<file path="config.mk">
export PLATFORM = sky130hd
export DESIGN_NAME = turf_generic_link
export DESIGN_NICKNAME = d
export VERILOG_FILES = /design/src/rtl/turf_link_pkg.sv /design/src/rtl/turf_link_timer.sv /design/src/rtl/turf_generic_link.sv
export SDC_FILE = /design/constraint.sdc
export NUM_CORES = 1
export LEC_CHECK = 0
export ABC_AREA = 1
export CORE_ASPECT_RATIO = 0.75
export CORE_UTILIZATION = 45
export DETAILED_ROUTE_END_ITERATION = 16
export PLACE_DENSITY = 0.67
export SETUP_SLACK_MARGIN = 0.15
export SYNTH_ARGS = -nofsm -noshare
export SYNTH_HDL_FRONTEND = slang
export SYNTH_HIERARCHICAL = 1
export SYNTH_SLANG_ARGS = --single-unit
</file>
<file path="constraint.sdc">
create_clock -name clk -period 3.9 [get_ports clk]
set_input_delay 0.78 -clock clk [delete_from_list [all_inputs] [get_ports clk]]
set_output_delay 0.78 -clock clk [all_outputs]
set_load 0.1 [all_outputs]
</file>
<file path="src/rtl/turf_link_pkg.sv">
// TURF link shared types: FSM states, header layout,
// command/response packet lengths.
package turf_link_pkg;

  typedef enum logic [2:0] {
    IDLE,
    HDR,
    ADR,
    WDAT,
    WAIT_RSP,
    ACK
  } state_t;

  localparam int HDR_WR_BIT  = 7;
  localparam int HDR_ADR_MSB = 3;

  localparam int RD_CMD_LEN = 4;
  localparam int WR_CMD_LEN = 8;
  localparam int RD_RSP_LEN = 4;
  localparam int WR_RSP_LEN = 1;

  function automatic logic [7:0] hdr_byte(
    input logic       wr,
    input logic [3:0] adr_hi
  );
    logic [7:0] b;
    b = '0;
    b[HDR_WR_BIT] = wr;
    b[HDR_ADR_MSB:0] = adr_hi;
    return b;
  endfunction

endpackage

</file>
<file path="src/rtl/turf_link_timer.sv">
// Response watchdog: counts while run, clr zeroes it.
// Ports: clk, rst (async low), clr, run, expire (registered).
module turf_link_timer #(
  parameter int CYCLES = 65536
) (
  input  logic clk,
  input  logic rst,
  input  logic clr,
  input  logic run,
  output logic expire
);

  localparam int W = $clog2(CYCLES);

  logic [W-1:0] cnt;

  // expire is registered one count early so it is high
  // exactly while cnt == CYCLES-1.
  always_ff @(posedge clk or negedge rst) begin
    if (!rst) begin
      cnt    <= '0;
      expire <= 1'b0;
    end else if (clr) begin
      cnt    <= '0;
      expire <= 1'b0;
    end else if (run) begin
      cnt    <= cnt + 1'b1;
      expire <= (cnt == W'(CYCLES - 2));
    end
  end

endmodule

</file>
<file path="src/rtl/turf_generic_link.sv">
// Generic master port to byte-wide TURF link bridge.
// Ports: s_* generic slave, tx_*/rx_* link bytes, err_o.
module turf_generic_link
  import turf_link_pkg::*;
#(
  parameter int          TIMEOUT_CYCLES = 65536,
  parameter logic [31:0] TIMEOUT_DATA   = 32'hDEADBEEF
) (
  input  logic        clk,
  input  logic        rst,
  input  logic        s_en_i,
  input  logic        s_wr_i,
  output logic        s_ack_o,
  input  logic [27:0] s_adr_i,
  input  logic [31:0] s_dat_i,
  output logic [31:0] s_dat_o,
  output logic [7:0]  tx_data_o,
  output logic        tx_valid_o,
  input  logic        tx_ready_i,
  input  logic [7:0]  rx_data_i,
  input  logic        rx_valid_i,
  output logic        err_o,
  input  logic        err_clr_i
);

  state_t      state;
  state_t      nxt;
  logic        wr_q;
  logic [27:0] adr_q;
  logic [31:0] dat_q;
  logic [2:0]  bcnt;
  logic [23:0] sreg;
  logic        fire;
  logic        cmd_last;
  logic        rsp_last;
  logic        tmo;
  logic        in_wait;

  assign in_wait = (state == WAIT_RSP);
  assign fire    = tx_valid_o && tx_ready_i;

  assign cmd_last =
    (state == ADR && !wr_q &&
     bcnt == 3'(RD_CMD_LEN - 1)) ||
    (state == WDAT &&
     bcnt == 3'(WR_CMD_LEN - 1));

  assign rsp_last = in_wait && rx_valid_i &&
    (bcnt == (wr_q ? 3'(WR_RSP_LEN - 1)
                   : 3'(RD_RSP_LEN - 1)));

  turf_link_timer #(
    .CYCLES(TIMEOUT_CYCLES)
  ) u_timer (
    .clk   (clk),
    .rst   (rst),
    .clr   (!in_wait || rx_valid_i),
    .run   (in_wait),
    .expire(tmo)
  );

  always_ff @(posedge clk or negedge rst) begin
    if (!rst) state <= IDLE;
    else      state <= nxt;
  end

  always_comb begin
    nxt        = state;
    tx_valid_o = 1'b0;
    s_ack_o    = 1'b0;
    unique case (state)
      IDLE: if (s_en_i) nxt = HDR;
      HDR: begin
        tx_valid_o = 1'b1;
        if (tx_ready_i) nxt = ADR;
      end
      ADR: begin
        tx_valid_o = 1'b1;
        if (tx_ready_i && bcnt == 3'd3)
          nxt = wr_q ? WDAT : WAIT_RSP;
      end
      WDAT: begin
        tx_valid_o = 1'b1;
        if (tx_ready_i && cmd_last)
          nxt = WAIT_RSP;
      end
      WAIT_RSP: if (rsp_last || tmo) nxt = ACK;
      ACK: begin
        s_ack_o = 1'b1;
        nxt     = IDLE;
      end
      default: nxt = IDLE;
    endcase
  end

  // bcnt indexes the whole packet: 0 header,
  // 1..3 address, 4..7 write data.
  always_comb begin
    tx_data_o = '0;
    if (tx_valid_o) begin
      unique case (bcnt)
        3'd0: tx_data_o = hdr_byte(wr_q, adr_q[27:24]);
        3'd1: tx_data_o = adr_q[23:16];
        3'd2: tx_data_o = adr_q[15:8];
        3'd3: tx_data_o = adr_q[7:0];
        3'd4: tx_data_o = dat_q[31:24];
        3'd5: tx_data_o = dat_q[23:16];
        3'd6: tx_data_o = dat_q[15:8];
        3'd7: tx_data_o = dat_q[7:0];
        default: tx_data_o = '0;
      endcase
    end
  end

  always_ff @(posedge clk or negedge rst) begin
    if (!rst) begin
      wr_q    <= 1'b0;
      adr_q   <= '0;
      dat_q   <= '0;
      bcnt    <= '0;
      sreg    <= '0;
      s_dat_o <= '0;
      err_o   <= 1'b0;
    end else begin
      if (state == IDLE && s_en_i) begin
        wr_q  <= s_wr_i;
        adr_q <= s_adr_i;
        dat_q <= s_dat_i;
      end
      if (fire)
        bcnt <= cmd_last ? 3'd0 : bcnt + 3'd1;
      if (in_wait && rx_valid_i) begin
        bcnt <= bcnt + 3'd1;
        sreg <= {sreg[15:0], rx_data_i};
      end
      // A last byte coinciding with expiry wins.
      if (in_wait && (rsp_last || tmo)) begin
        bcnt <= '0;
        if (!wr_q)
          s_dat_o <= rsp_last ? {sreg, rx_data_i}
                              : TIMEOUT_DATA;
      end
      if (in_wait && tmo && !rsp_last)
        err_o <= 1'b1;
      else if (err_clr_i)
        err_o <= 1'b0;
    end
  end

endmodule

</file>
; Word level (Yosys, flattened, before mapping)
; Index checks and enable logic that the tools add are counted.
[word_totals]
reg_bits = 141
wordCells = 81
[classes]
n_addsub = 2
n_eq_ne = 19
muxes = 23
bitwise_logic = 1
n_reduce_logical = 26
[op_table]
columns = op, n
row1 = 8-bit case mux with 8 select lines, 1
row2 = 16-bit 2-to-1 mux, 2
row3 = 32-bit 2-to-1 mux, 1
row4 = 3-bit 2-to-1 mux, 10
row5 = "3-bit == test, second input constant", 6
row6 = "16-bit by 1-bit adder with 16-bit output, second input constant", 1
row7 = "16-bit == test, second input constant", 1
row8 = 3-bit case mux with 5 select lines, 1
row9 = "3-bit by 2-bit == test with 1-bit output, second input constant", 4
row10 = 1-bit logical AND, 12
row11 = 8-bit 2-to-1 mux, 1
row12 = "3-bit by 1-bit == test with 1-bit output, second input constant", 2
row13 = 3-bit zero test, 2
row14 = 1-bit 2-to-1 mux, 6
row15 = "2-bit by 1-bit inequality test with 1-bit output, second input constant", 3
row16 = 5-bit AND reduction, 1
row17 = "2-bit inequality test, second input constant", 2
row18 = 2-bit nonzero test, 2
row19 = "3-bit by 1-bit adder with 3-bit output, second input constant", 1
row20 = 3-bit by 2-bit == test with 1-bit output, 1
row21 = 1-bit zero test, 3
row22 = 1-bit logical OR, 3
row23 = 3-bit nonzero test, 1
row24 = 3-bit OR reduction, 1
row25 = other kinds (3), 3

; Logic depth before layout (Yosys ltp)
[logic_depth]
ltp_word = 8
ltp_mapped = 11
mapped_depth_nobuf = 11

; By module
; Netlist, hierarchy kept.
[modules_own_cells]
columns = mod, instances, cells_per_inst, area_per_inst_um2, seq_area_each_um2
row1 = turf_generic_link, 1, 548, 5661.7, 3103.0
row2 = turf_link_timer, 1, 130, 983.4, 425.4

; Worst setup path after synthesis
; Ideal clock, no wire load.
[synth_timing]
kind = register to output
from = reg bcnt[0]
to = out tx_data_o[0]
arrival_time_ns = 3.066
setup_slack_ns = 0.054
stages_incl_launch_ff = 7
path_buffers = 1
path_cell_list = dfrtp_1 ha_1 ha_1 clkbuf_1 nor2_1 nand4_1 a31oi_1
[synth_between]
elab_chain_cells = 3
word_cells_on_any_way = 10
cone_classes = eq/ne: 7 / mux: 2 / reduce/logical: 1
[synth_lines]
columns = item, line_no
row1 = from (decl), turf_generic_link.sv:31  ; logic [2:0] bcnt;
row2 = from (signal assigned), turf_generic_link.sv:131  ; bcnt <= cmd_last ? 3'd0 : bcnt + 3'd1;
row3 = from (signal assigned), turf_generic_link.sv:133  ; bcnt <= bcnt + 3'd1;
row4 = 3-bit == test (tied with other cells), turf_generic_link.sv:101  ; unique case (bcnt)
row5 = 8-bit case mux with 8 select lines *, turf_generic_link.sv:101
row6 = 8-bit 2-to-1 mux *, turf_generic_link.sv:100  ; if (tx_valid_o) begin
row7 = to (decl), turf_generic_link.sv:17  ; output logic [7:0] tx_data_o,
; Mark *: on every way between the ends. The rest lies on a longest branch, timed or not.

; Worst setup path in the final report
[layout_timing]
from = reg bcnt[0]
to = out tx_data_o[7]
; Same word-level chain as after synthesis.

==> summary.txt <==
Floorplanning
  – Horiz. Die Dim: between 100 and 150 µm
  – Row count: 38
  – I/O pins: between 100 and 150
  – Die span in y: around 110 µm
  – Total core area: between 10000 and 15000 µm²
  – Initial Util: ~46%
  – Die area: between 15000 and 20000 µm²

Clocking
  – Clock Sinks: 141
  – Post-CTS Resized: 0
  – Buffer count from post-CTS setup fixing: 0
  – CTS tree: done
  – Clk Latency, worst-skew pair: 420 ps
  – Num CTS Buffers: 17
  – Root Buffer: clkbuf_16
  – CTS Buffer Depth: 2
  – Worst-path clk slew: 60 ps
  – Hold buffer count at cts: 0
  – H-tree depth: 4

Worst setup path
  – Critical Path Start: bcnt[0]$_DFFE_PN0P_
  – R2R Setup Slk: approximately 1300 ps
  – Reg2reg end: s_dat_o[13]$_DFFE_PN0P_
  – Required time of the critical path: approximately 3100 ps
  – Crit. End Element: primary output
  – Worst Path Max Fanout: 10
  – RR Startpoint: state[0]$_DFFE_PN0P_
  – CP Class: flip-flop to primary output
  – R2r worst-path depth: 9
  – Capture point of the worst path: tx_data_o[7]
  – CP arrival: between 2000 and 3000 ps
  – Critical Path Start Type: flip-flop

Logic synthesis
  – Syn avg cell area: 9.80 µm²
  – Mapped Cells: 678
  – FFs w/ async S/R, synth: 100%
  – Syn Nets: around 760
  – EDFF count, synth: 0
  – Synth unique cells: 33
  – Main synth FF type: dfrtp_1
  – Ys Warns: 6
  – Synth Cell Area: approximately 6600 µm²
  – Register area share after synthesis: a little over half
  – #FFs+latches synth: between 100 and 150

Placement
  – DP HPWL: around 11000 µm
  – I/O Buffers: between 100 and 150
  – Placer congestion estimate: roughly 0.83

Finish
  – Seq. cell area: between 3000 and 4000 µm²
  – Share of cells above drive strength 1: 22.9%
  – Final Util: around three fifths
  – Area of the multi-input gates: approximately 2800 µm²
  – # fillers: 1245
  – Commonest non-fill, non-tap cells in the layout: nand2_1, dfrtp_1, clkdlybuf4s50_1, nor2_1, mux2_2
  – Layout Nets: a little under 900
  – Antenna Cells: 0
  – Most common cell after layout, fill and taps aside: nand2_1
  – Synthesis-to-finish area growth: 29.4%

Global routing
  – Met2 Use GR: 33.1%
  – First-pass GRT wire length: between 20000 and 30000 µm
  – GR Util met3: around 6%
  – Met1 Usage GRT: ~30%
  – Initial antenna violation count: 0
  – Grt total ovfl: 0
  – Vias in the first global route: just over 5000
  – GR Util All Layers: approximately 22%
  – Busiest layer in global routing: met2
  – Largest net degree at the start of global routing: 91

Worst hold path
  – Class of the worst hold path: input pin to async pin

Timing
  – FMAX: 280 MHz
  – Max-slew violations: 0
  – Worst clock skew: between 4 and 5 ps
  – Post-layout min period: 3570 ps
  – Slew HR: between 20 and 30%
  – Final setup vio count: 0
  – Unrepaired setup endpoints after global routing: no
  – Final Hold Fails: 0
  – Slew @ Worst Pin: 1050 ps
  – Final period utilization: roughly nine tenths
  – Setup total negative slack: 0 ps

Pwr
  – Switching Share: between 30% and 40%
  – Share of power burned in the clock network: 26.5%
  – PD cells: between 700 and 800 nW/µm²
  – Sequential Power Share: between 30% and 40%
  – VDD IR-drop max: 0.620 mV
  – Internal: 3.85 mW
  – Leakage: 3.89 nW
  – Comb power frac: 38.2%
  – Psw: about 2.5 mW

Route
  – Via count: a little over 5000
  – DRT Wirelength: 15500 µm
  – Vias per Instance: a little over 5
  – Initial DRC count: between 300 and 400
  – DRC: 0
  – Detail Route Antenna Nets: 0
  – Avg WL per Cell: between 15 and 20 µm
  – Pre-antenna DRT Iters: 4

Run status
  – Run status: finished clean

Run
  – Max_cap viols: 0
==> state kept, by name (all words and copies together) (netlist names) <==
| register | cells |
|---|---|
| bcnt | 3 |
| state | 3 |
| wr_q | 1 |
| sreg | 24 |
| s_dat_o | 32 |
| u_timer/expire | 1 |
| u_timer/cnt | 16 |
| err_o | 1 |
| dat_q | 32 |
| adr_q | 28 |
==> critical path, stage by stage, from the launching register on <==
cell	delay, ps
dfrtp_1	420
ha_1	240
ha_1	360
nor2_1	160
nand4_1	340
nand4_1	230
o22ai_1	110
nor2_1	180
buf_4	330
==> how the worst min path moves through the flow <==
stage	cells after the start	slack, ps	from	to
global route	1	500	rst	s_dat_o[29]$_DFFE_PN0P_
floorplan	2	450	sreg[16]$_DFFE_PN0P_	sreg[16]$_DFFE_PN0P_
finish	1	430	rst	s_dat_o[29]$_DFFE_PN0P_
detailed placement	2	470	sreg[18]$_DFFE_PN0P_	sreg[18]$_DFFE_PN0P_
global placement	2	470	sreg[19]$_DFFE_PN0P_	sreg[19]$_DFFE_PN0P_
CTS	1	470	rst	s_dat_o[18]$_DFFE_PN0P_
==> synth_stat cells, types with 2 or more instances <==
cell	instances	area share, %
nand2_1	158	8.9
dfrtp_1	141	53
nor2_1	62	3.5
mux2_2	60	10
inv_1	41	2.3
o21ai_0	36	2.7
o21ai_2	32	4.2
nand2_2	26	2.4
nand3_1	25	1.9
a21oi_1	22	1.7
nand4_1	10	0.94
ha_1	8	1.5
buf_2	7	0.53
clkbuf_1	7	0.40
buf_6	6	1.0
inv_2	5	0.28
nor2_4	5	0.85
a31oi_1	4	0.38
a22o_1	3	0.40
nand2_4	3	0.51
nand3_4	3	0.79
nor2_2	2	0.19
nor3b_1	2	0.23
==> power groups by stage <==
stage          registers, mW  clock network, mW  logic [mW]
3_5_place_dp            2.27                  0        2.43
4_1_cts                 2.25               1.73        2.45
3_3_place_gp            2.25                  0        2.37
6_report                2.25               1.70        2.44
2_1_floorplan           2.28                  0        1.75
5_1_grt                 2.32               1.78        2.61
==> stage by stage <==
step                      power (mW)  area (µm²)  hold slack [ps]  cells  worst slack [ps]
after global routing            6.71        8600              503   1009               240
final                           6.39        8600              426   1009               331
after global placement          4.62        7970              469    977               714
after CTS                       6.42        8600              473   1009               367
after floorplan                 4.03        6650              449    678              53.6
after detailed placement        4.69        7970              468    977               613
==> metal layers <==
metal  up-vias  share of wire, %
li1       2467                 -
met1      2543                48
met2       158                45
met3        12               5.8
met4         0               1.0
met5         -                 0
==> kinds of logic (layout without fill, tap and decap cells) <==
family | count (synthesis) | count (layout) | synth area share (%)
AND/OR/NAND/NOR | 299 | 299 | 20.5
adder cells (fa/ha/maj) | 8 | 8 | 1.51
AO/OA/AOI/OAI | 102 | 102 | 9.96
flip-flops | 141 | 141 | 53.1
multiplexers | 60 | 60 | 10.2
buffers and inverters | 68 | 199 | 4.73
==> layout make-up <==
class / count / share of cell area [%]
inverter: 47 / 2.07
timing repair buffer: 120 / 14.0
multi-input combinational: 469 / 32.6
clock buffer: 22 / 5.75
tap: 200 / 2.91
clock inverter: 10 / 1.57
sequential: 141 / 41.0
Power figures use the tool's default switching activity.
